[src/rtl/uart_tx_pkg.sv]
// Shared types and constants for the UART TX framer.
// States, frame geometry.
package uart_tx_pkg;

  typedef enum logic [1:0] {
    IDLE,
    START,
    DATA,
    STOP
  } state_t;

  localparam int FRAME_BITS = 10;
  localparam int DATA_BITS  = 8;

endpackage

[src/rtl/tx_byte_fifo.sv]
// Synchronous byte FIFO with first-word fall-through head.
// Pointers wrap modulo DEPTH; level spans 0..DEPTH.
module tx_byte_fifo #(
  parameter int DEPTH = 8,
  parameter int WIDTH = 8
) (
  input  logic                     CLK,
  input  logic                     RST,
  input  logic                     push,
  input  logic [WIDTH-1:0]         din,
  input  logic                     pop,
  output logic [WIDTH-1:0]         dout,
  output logic                     full,
  output logic                     empty,
  output logic [$clog2(DEPTH):0]   level
);

  localparam int AW = $clog2(DEPTH);

  logic [WIDTH-1:0] mem [DEPTH];
  logic [AW-1:0]    wptr;
  logic [AW-1:0]    rptr;
  logic [AW:0]      count;
  logic             wr;
  logic             rd;

  assign full  = (count == (AW+1)'(DEPTH));
  assign empty = (count == '0);
  assign wr    = push && !full;
  assign rd    = pop && !empty;
  assign dout  = mem[rptr];
  assign level = count;

  always_ff @(posedge CLK) begin
    if (wr) mem[wptr] <= din;
  end

  always_ff @(posedge CLK) begin
    if (RST) begin
      wptr  <= '0;
      rptr  <= '0;
      count <= '0;
    end else begin
      if (wr) wptr <= wptr + AW'(1);
      if (rd) rptr <= rptr + AW'(1);
      unique case ({wr, rd})
        2'b10:   count <= count + (AW+1)'(1);
        2'b01:   count <= count - (AW+1)'(1);
        default: count <= count;
      endcase
    end
  end

endmodule

[src/rtl/uart_tx_framer.sv]
// Buffers host bytes and serializes them as 8N1 frames on TX.
// TX is driven only from a flop; stop-end pops chain frames.
import uart_tx_pkg::*;

module uart_tx_framer #(
  parameter int CLKS_PER_BIT = 104,
  parameter int FIFO_DEPTH   = 8,
  parameter int LEVEL_W      = $clog2(FIFO_DEPTH) + 1
) (
  input  logic               CLK,
  input  logic               RST,
  input  logic [7:0]         DATA,
  input  logic               VALID,
  output logic               READY,
  output logic               TX,
  output logic               BUSY,
  output logic               DONE,
  output logic [LEVEL_W-1:0] LEVEL
);

  localparam int CW = $clog2(CLKS_PER_BIT);
  localparam logic [CW-1:0] RELOAD = CW'(CLKS_PER_BIT - 1);

  state_t        state;
  state_t        state_n;
  logic [CW-1:0] cnt;
  logic [CW-1:0] cnt_n;
  logic [7:0]    sr;
  logic [7:0]    sr_n;
  logic [2:0]    idx;
  logic [2:0]    idx_n;
  logic          tx_q;
  logic          tx_n;
  logic          pop;
  logic          full;
  logic          empty;
  logic          tick;
  logic [7:0]    head;

  tx_byte_fifo #(
    .DEPTH (FIFO_DEPTH),
    .WIDTH (8)
  ) u_fifo (
    .CLK   (CLK),
    .RST   (RST),
    .push  (VALID && READY),
    .din   (DATA),
    .pop   (pop),
    .dout  (head),
    .full  (full),
    .empty (empty),
    .level (LEVEL)
  );

  assign READY = !full && !RST;
  assign tick  = (cnt == '0);
  assign TX    = tx_q;
  assign DONE  = (state == STOP) && tick;
  assign BUSY  = (state != IDLE) || !empty;

  always_ff @(posedge CLK) begin
    if (RST) begin
      state <= IDLE;
      cnt   <= '0;
      sr    <= '0;
      idx   <= '0;
      tx_q  <= 1'b1;
    end else begin
      state <= state_n;
      cnt   <= cnt_n;
      sr    <= sr_n;
      idx   <= idx_n;
      tx_q  <= tx_n;
    end
  end

  // The port DATA hides the enum literal, so the state is pkg-qualified.
  always_comb begin
    state_n = state;
    cnt_n   = cnt;
    sr_n    = sr;
    idx_n   = idx;
    tx_n    = tx_q;
    pop     = 1'b0;
    unique case (state)
      IDLE: begin
        tx_n = 1'b1;
        if (!empty) begin
          pop     = 1'b1;
          sr_n    = head;
          cnt_n   = RELOAD;
          tx_n    = 1'b0;
          state_n = START;
        end
      end
      START: begin
        if (tick) begin
          tx_n    = sr[0];
          idx_n   = '0;
          cnt_n   = RELOAD;
          state_n = uart_tx_pkg::DATA;
        end else begin
          cnt_n = cnt - CW'(1);
        end
      end
      uart_tx_pkg::DATA: begin
        if (tick) begin
          cnt_n = RELOAD;
          if (idx == 3'(DATA_BITS - 1)) begin
            tx_n    = 1'b1;
            state_n = STOP;
          end else begin
            sr_n  = sr >> 1;
            idx_n = idx + 3'd1;
            tx_n  = sr[1];
          end
        end else begin
          cnt_n = cnt - CW'(1);
        end
      end
      STOP: begin
        if (tick) begin
          if (!empty) begin
            pop     = 1'b1;
            sr_n    = head;
            cnt_n   = RELOAD;
            tx_n    = 1'b0;
            state_n = START;
          end else begin
            state_n = IDLE;
          end
        end else begin
          cnt_n = cnt - CW'(1);
        end
      end
      default: begin
        state_n = IDLE;
        tx_n    = 1'b1;
        cnt_n   = '0;
      end
    endcase
  end

endmodule

[config.mk]
export PLATFORM = sky130hd
export DESIGN_NAME = uart_tx_framer
export DESIGN_NICKNAME = d
export VERILOG_FILES = /design/src/rtl/uart_tx_pkg.sv /design/src/rtl/tx_byte_fifo.sv /design/src/rtl/uart_tx_framer.sv
export SDC_FILE = /design/constraint.sdc
export NUM_CORES = 1
export LEC_CHECK = 0
export CAP_MARGIN = 20
export CORE_AREA = 2 2 89 91
export DETAILED_ROUTE_END_ITERATION = 10
export DIE_AREA = 0 0 91 93
export MAX_ROUTING_LAYER = met4
export PLACE_DENSITY_LB_ADDON = 0.25
export SLEW_MARGIN = 20
export SYNTH_ARGS = -nofsm -noshare
export SYNTH_HDL_FRONTEND = slang
export SYNTH_SLANG_ARGS = --single-unit
export TNS_END_PERCENT = 10
[constraint.sdc]
create_clock -name CLK -period 4.9 [get_ports CLK]
set_input_delay 0.49 -clock CLK [delete_from_list [all_inputs] [get_ports CLK]]
set_output_delay 0.49 -clock CLK [all_outputs]
set_load 0.02 [all_outputs]
==> results.py <==
metrics = {
    "run": {
        "maxCapViolations": 0,
    },
    "grt": {
        "grt_max_degree": 36,
        "grt_pass1_wl_um": 12700,
        "antenna_found_initial": 0,
        "grt_pass1_vias": 2501,
        "grt_remaining_overflow": 0,
        "grt_usage_pct": 20.0,
    },
    "worst_setup_path": {
        "crit_family": "simple AND/OR/NAND/NOR gates",
        "worstSetupEndpoint": "u_fifo.level[2]",
        "r2r_start": "cnt[0]",
        "cpMostUsedCell": "ha_1",
        "arrival_ns": 3.55,
        "crit_type": "reg -> reg",
        "cp.buffers_inverters": 1,
        "cp_max_fo": 11,
        "critPathLaunchType": "flop",
        "critPathCaptureType": "flop",
        "cp.required_ns": 5.19,
        "cp_slowest_cell": "nor2b_1",
        "crit_path_start": "cnt[0]",
        "worstPathCellList": "inv_1 -> ha_1 -> nor2b_1 -> a31oi_1 -> nor3_1 -> ha_1 -> xor2_1 -> ha_1 -> a21oi_1 -> xor2_1 -> or3_1 -> a21oi_1",
        "reg2reg_depth": 12,
        "r2r_end": "u_fifo.level[2]",
        "crit_path_max_incr_delay_ns": 0.56,
        "r2r_setup_slack_ns": 1.65,
        "cp.depth": 12,
    },
    "detailed_routing": {
        "ant_nets": 0,
        "num_vias": 2606,
        "first_pass_iters": 4,
        "wire_per_inst_um": 17.1,
        "dr.first_iter.drc_count": 133,
        "viasPerCell": 5.74,
        "drc_errors": 0,
        "drt-total-wl_um": 7760,
    },
    "synthesis": {
        "async_reset_ff_share_pct": 0,
        "yosysWarningCount": 0,
        "synth_edf_count": 64,
        "synth_seq_cells": 98,
        "yosysSeqAreaShare_pct": 60.0,
        "synth_flop_cell": "edfxtp_1",
        "synthesis.nets": 357,
        "syn_area_per_cell_sq_um": 13.1,
        "synth_area_sq_um": 4340,
        "syn_inst": 332,
        "synth_cell_types": 50,
    },
    "timing": {
        "relSlewSlack_pct": 38.8,
        "tightestPinTransition_ns": 0.915,
        "max_freq_mhz": 307,
        "fin_crit_sh_pct": 66.4,
        "finalSetupViolations": 0,
        "rsz0062_at_grt": "no",
        "setup-tns-final_ns": 0,
        "clock_skew_ns": 0.0162,
        "drv_slew": 0,
        "hold_viol_final": 0,
        "worst_slack_ns": 1.65,
        "period_needed_ns": 3.25,
    },
    "layout": {
        "fillers": 598,
        "stdcell_count": 454,
        "ff_latch_area_sq_um": 2600,
        "diodes": 0,
        "drive_gt1_share_pct": 13.4,
        "multi_input_area_sq_um": 1640,
        "syn2layout_area_growth_pct": 11.7,
        "final_nets": 372,
    },
    "power_and_ir_drop": {
        "vdd_drop_max_mv": 0.256,
        "power_leakage_nw": 1.62,
        "total_power_mw": 2.84,
        "power_density_nw_per_um2": 585,
    },
    "floorplanning": {
        "die_width_um": 91,
        "initial_core_util_pct": 57.7,
        "die_y_um": 93,
        "rows": 32,
        "core_sq_um": 7530,
        "dieArea_sq_um": 8460,
        "io_pins": 19,
    },
    "clock_tree": {
        "cts_resized": 0,
        "cts_made_buffers": 9,
        "cts-root-buf": "clkbuf_8",
        "clock_sinks": 98,
        "h-tree-depth": 3,
        "cts_tree": "yes",
        "cts.path.max_buffers": 2,
        "clk_pin_slew_ns": 0.10,
        "cts-hold-fix-buffers": 0,
        "post_cts_buffers": 0,
        "clk_latency_ns": 0.35,
    },
    "hold_path": {
        "hp-class": "reg -> reg",
    },
    "status": {
        "status": "complete, no violations",
    },
    "placement": {
        "hpwl_um": 5210,
        "gp_congestion": 0.891,
        "pre_cts_slack_ns": 1.70,
        "dp.cells": 438,
        "io_buffers": 18,
    },
}
[worst min-delay path, stage by stage, from the launching register on]
cell and delay (ns):
dfxtp_1 0.33, nand2_1 0.06, a21oi_1 0.05
[cell usage after synthesis, drive strengths merged, types with 2 or more instances]
cell,instances,area [sq um]
edfxtp,64,1920
nor2,39,146
dfxtp,34,681
a21oi,19,95.1
o21ai,18,90.1
nand2,17,63.8
mux4,16,360
clkbuf,15,56.3
mux2i,15,150
ha,14,175
nor3,9,45.0
inv,7,26.3
nand3,6,30.0
xnor2,5,43.8
nor2b,4,25.0
xor2,4,35.0
a311oi,3,26.3
buf,3,21.3
nand2b,3,18.8
nor4,3,33.8
o22ai,3,18.8
a211oi,2,15.0
a221oi,2,23.8
a31oi,2,12.5
and2,2,13.8
and3,2,13.8
nor4b,2,17.5
o2111ai,2,17.5
or4,2,16.3
[through the flow]
step                instance area (sq um)  util, %  hold WS [ns]
finish                               4850     64.4         0.475
global route                         4850     64.4         0.491
CTS                                  4850     64.4         0.477
detailed placement                   4610     61.2         0.464
global placement                     4610     61.2         0.450
floorplan                            4340        -         0.436
[power by group]
part / leakage (nW) / internal, mW / switching [mW] / total [mW]
Combinational: 0.638 / 0.504 / 0.650 / 1.15
Sequential: 0.857 / 0.969 / 0.107 / 1.08
Clock: 0.121 / 0.341 / 0.264 / 0.605
[placed cells by master (no fill, tap or decap), types with 5 or more instances in the layout]
master | synthesis | routed
a21oi_1 | 19 | 19
clkbuf_8 | 0 | 9
clkdlybuf4s50_1 | 0 | 18
dfxtp_1 | 34 | 33
edfxtp_1 | 64 | 64
ha_1 | 14 | 14
inv_1 | 7 | 7
mux2i_1 | 15 | 15
mux4_2 | 16 | 16
nand2_1 | 17 | 17
nand3_1 | 6 | 6
nor2_1 | 39 | 39
nor3_1 | 9 | 9
o21ai_0 | 18 | 18
xnor2_1 | 5 | 5
[routing by layer]
layer	up-vias	global-route usage [%]	share of wire, %
met2	47	33.4	52
met4	0	7.95	1.4
met1	1272	25.0	44
met5	-	-	0
li1	1278	-	-
met3	9	2.90	2.9
[cell type report]
class / count / area share [%]
Multi-Input combinational cell: 209 / 33.8
Clock buffer: 10 / 2.63
Tap cell: 102 / 2.63
Sequential cell: 98 / 53.7
Clock inverter: 6 / 2.32
Timing Repair Buffer: 22 / 4.34
Inverter: 7 / 0.542
[cell families after synthesis]
| logic type | Yosys count | share of synthesized area, % |
|---|---|---|
| flip-flops | 98 | 60.0 |
| AND/OR/NAND/NOR | 94 | 10.6 |
| AO/OA/AOI/OAI | 60 | 9.14 |
| multiplexers | 32 | 12.0 |
| buffers and inverters | 25 | 2.39 |
| adder cells (fa/ha/maj) | 14 | 4.04 |
| XOR/XNOR | 9 | 1.82 |
[state kept, by name (all words and copies together) (netlist names), named ones only]
register	count
u_fifo.mem	64
sr	8
cnt	7
u_fifo.level	4
idx	3
u_fifo.rptr	3
u_fifo.wptr	3
state	2
TX	1
[worst min-delay path by stage]
| stage | from | endpoint | cells after the start |
|---|---|---|---|
| global placement | idx[2] | idx[2] | 2 |
| floorplan | idx[1] | idx[1] | 2 |
| global route | idx[1] | idx[1] | 2 |
| CTS | idx[1] | idx[1] | 2 |
| finish | idx[1] | idx[1] | 2 |
| detailed placement | idx[1] | idx[1] | 2 |
Power figures use the tool's default switching activity.
==> RTL change: new RTL, same flow settings <==
Reset style: asynchronous (`RST`), changed in 2 clocked blocks. Comments in the files are not updated.
--- a/src/rtl/tx_byte_fifo.sv
+++ b/src/rtl/tx_byte_fifo.sv
@@ -35,7 +35,7 @@
     if (wr) mem[wptr] <= din;
   end
 
-  always_ff @(posedge CLK) begin
+  always_ff @(posedge CLK or posedge RST) begin
     if (RST) begin
       wptr  <= '0;
       rptr  <= '0;
--- a/src/rtl/uart_tx_framer.sv
+++ b/src/rtl/uart_tx_framer.sv
@@ -58,7 +58,7 @@
   assign DONE  = (state == STOP) && tick;
   assign BUSY  = (state != IDLE) || !empty;
 
-  always_ff @(posedge CLK) begin
+  always_ff @(posedge CLK or posedge RST) begin
     if (RST) begin
       state <= IDLE;
       cnt   <= '0;
Function: differs if RST is asserted again (counterexample within 4 cycles, from zero or initial values and one cycle with RST high); with RST held inactive, the same outputs for 10 cycles.
==> RTL change against the unedited design <==
- final area about the same
- worst setup slack better by 0.32 ns
- area after synthesis up 0.95%
- first-iteration DRC count down 3.8%
- utilization about the same
- sequential cell count down 3
- total power up 4.0%
- routed wire length up 1.1%
- sequential power up 18%
- largest cell class unchanged
==> RTL change: results <==
[outcome]
run_status = "finished clean"

[global_routing]
grt_max_degree = 32
grt_pass1_wl_um = 12600
grt.total_usage_pct = 20.1
grt_pass1_vias = 2523

[clocking]
ctsResizeCount = 0
clockRootBuffer = "clkbuf_8"
post_cts.repair.setup_buffers = 0

[synthesis]
synth_common_cells = "edfxtp_1, dfrtp_1, mux4_2"
syn_inst = 298
async_flop_share_pct = 32.6
synth.distinct_cells = 53
synth_nets = 324
yosysSeqAreaShare_pct = 61.6
synth_area_leaders = "edfxtp_1, dfrtp_1, mux4_2"

[critical_path]
critPathTopFamily = "adder cells"
worstPathMaxFanout = 7
worstPathArrival_ns = 3.23
max_stage_delay_ns = 0.41
slowest_stage = "dfrtp_1"

[drt]
dr.pass1.iters = 4
drt_iter0_drc = 128
vias = 2541
via_per_inst = 6.02
wl_per_cell_um = 18.6

[power_and_ir_drop]
p_leak_nw = 1.76
ir_drop_mv = 0.249

[layout]
drive_gt1_share_pct = 15.0
largest_reg_flops = 64
antenna_cells = 0
final_nets = 341
fillers = 567

[hold_path]
hp-class = "register to register"

[placed_design]
hpwl_um = 5330
gp_congestion = 0.859
placedCellCount = 406

[timing]
worstMarginPinSlew_ns = 0.998
fin_skew_ns = 0.0103
[RTL change: cell types whose count changed in the layout (fill, tap and decap cells not counted), sizes merged, moves of 6 or more]
| cell | delta |
|---|---|
| a21oi | -13 |
| dfxtp | -34 |
| o211a | +7 |
| nor2 | -27 |
| dfrtp | +30 |
| o21ai | -8 |
| nand3 | +6 |
| a22o | +6 |
[RTL change: area by class of cell]
cell class | count | area share (%)
Clock buffer | 9 | 2.55
Clock inverter | 7 | 1.42
Inverter | 11 | 0.851
Multi-Input combinational cell | 176 | 32.6
Sequential cell | 95 | 55.6
Tap cell | 102 | 2.63
Timing Repair Buffer | 22 | 4.33
[RTL change: worst paths after layout]
path | startpoint | end | slack, ns | cells past startpoint
max in group asynchronous | RST | TX$_DFFE_PP1P_ | 3.99 | 3
min reg2reg | sr[4]$_DFFE_PP0P_ | sr[4]$_DFFE_PP0P_ | 0.53 | 1
min in group asynchronous | RST | u_fifo.wptr[0]$_DFFE_PP0P_ | 0.56 | 3
max reg2reg | cnt[1]$_DFF_PP0_ | u_fifo.level[3]$_DFFE_PP0P_ | 1.96 | 11
max | cnt[1]$_DFF_PP0_ | u_fifo.level[3]$_DFFE_PP0P_ | 1.96 | 11
min | sr[4]$_DFFE_PP0P_ | sr[4]$_DFFE_PP0P_ | 0.53 | 1
[RTL change: through the flow]
stage | instance area [um^2] | setup WS, ns
2_1_floorplan | 4380 | 2.23
3_3_place_gp | 4660 | 1.88
3_5_place_dp | 4660 | 1.74
4_1_cts | 4850 | 1.97
5_1_grt | 4850 | 1.66
6_report | 4850 | 1.96
[RTL change: where the power goes]
part	total [mW]	internal, mW	switching [mW]
combinational	1.20	0.601	0.594
clock	0.487	0.195	0.292
sequential	1.27	1.03	0.233
total	2.95	1.83	1.12
[RTL change: kinds of logic after synthesis]
| kind of cell | Yosys count | share of synthesized area (%) |
|---|---|---|
| flops | 95 | 61.6 |
| simple gates | 70 | 8.88 |
| compound gates | 52 | 9.17 |
| mux | 31 | 11.9 |
| buf+inv | 27 | 2.46 |
| fa+ha+maj | 15 | 4.45 |
| xor+xnor | 8 | 1.60 |
[RTL change: metal layers]
layer / vias to the layer above / wire length (um) / global-route usage [%]
li1: 1195 / - / -
met1: 1292 / 3430 / 25.4
met2: 43 / 4070 / 33.1
met3: 11 / 219 / 3.38
met4: 0 / 122 / 7.95
met5: - / 0 / -
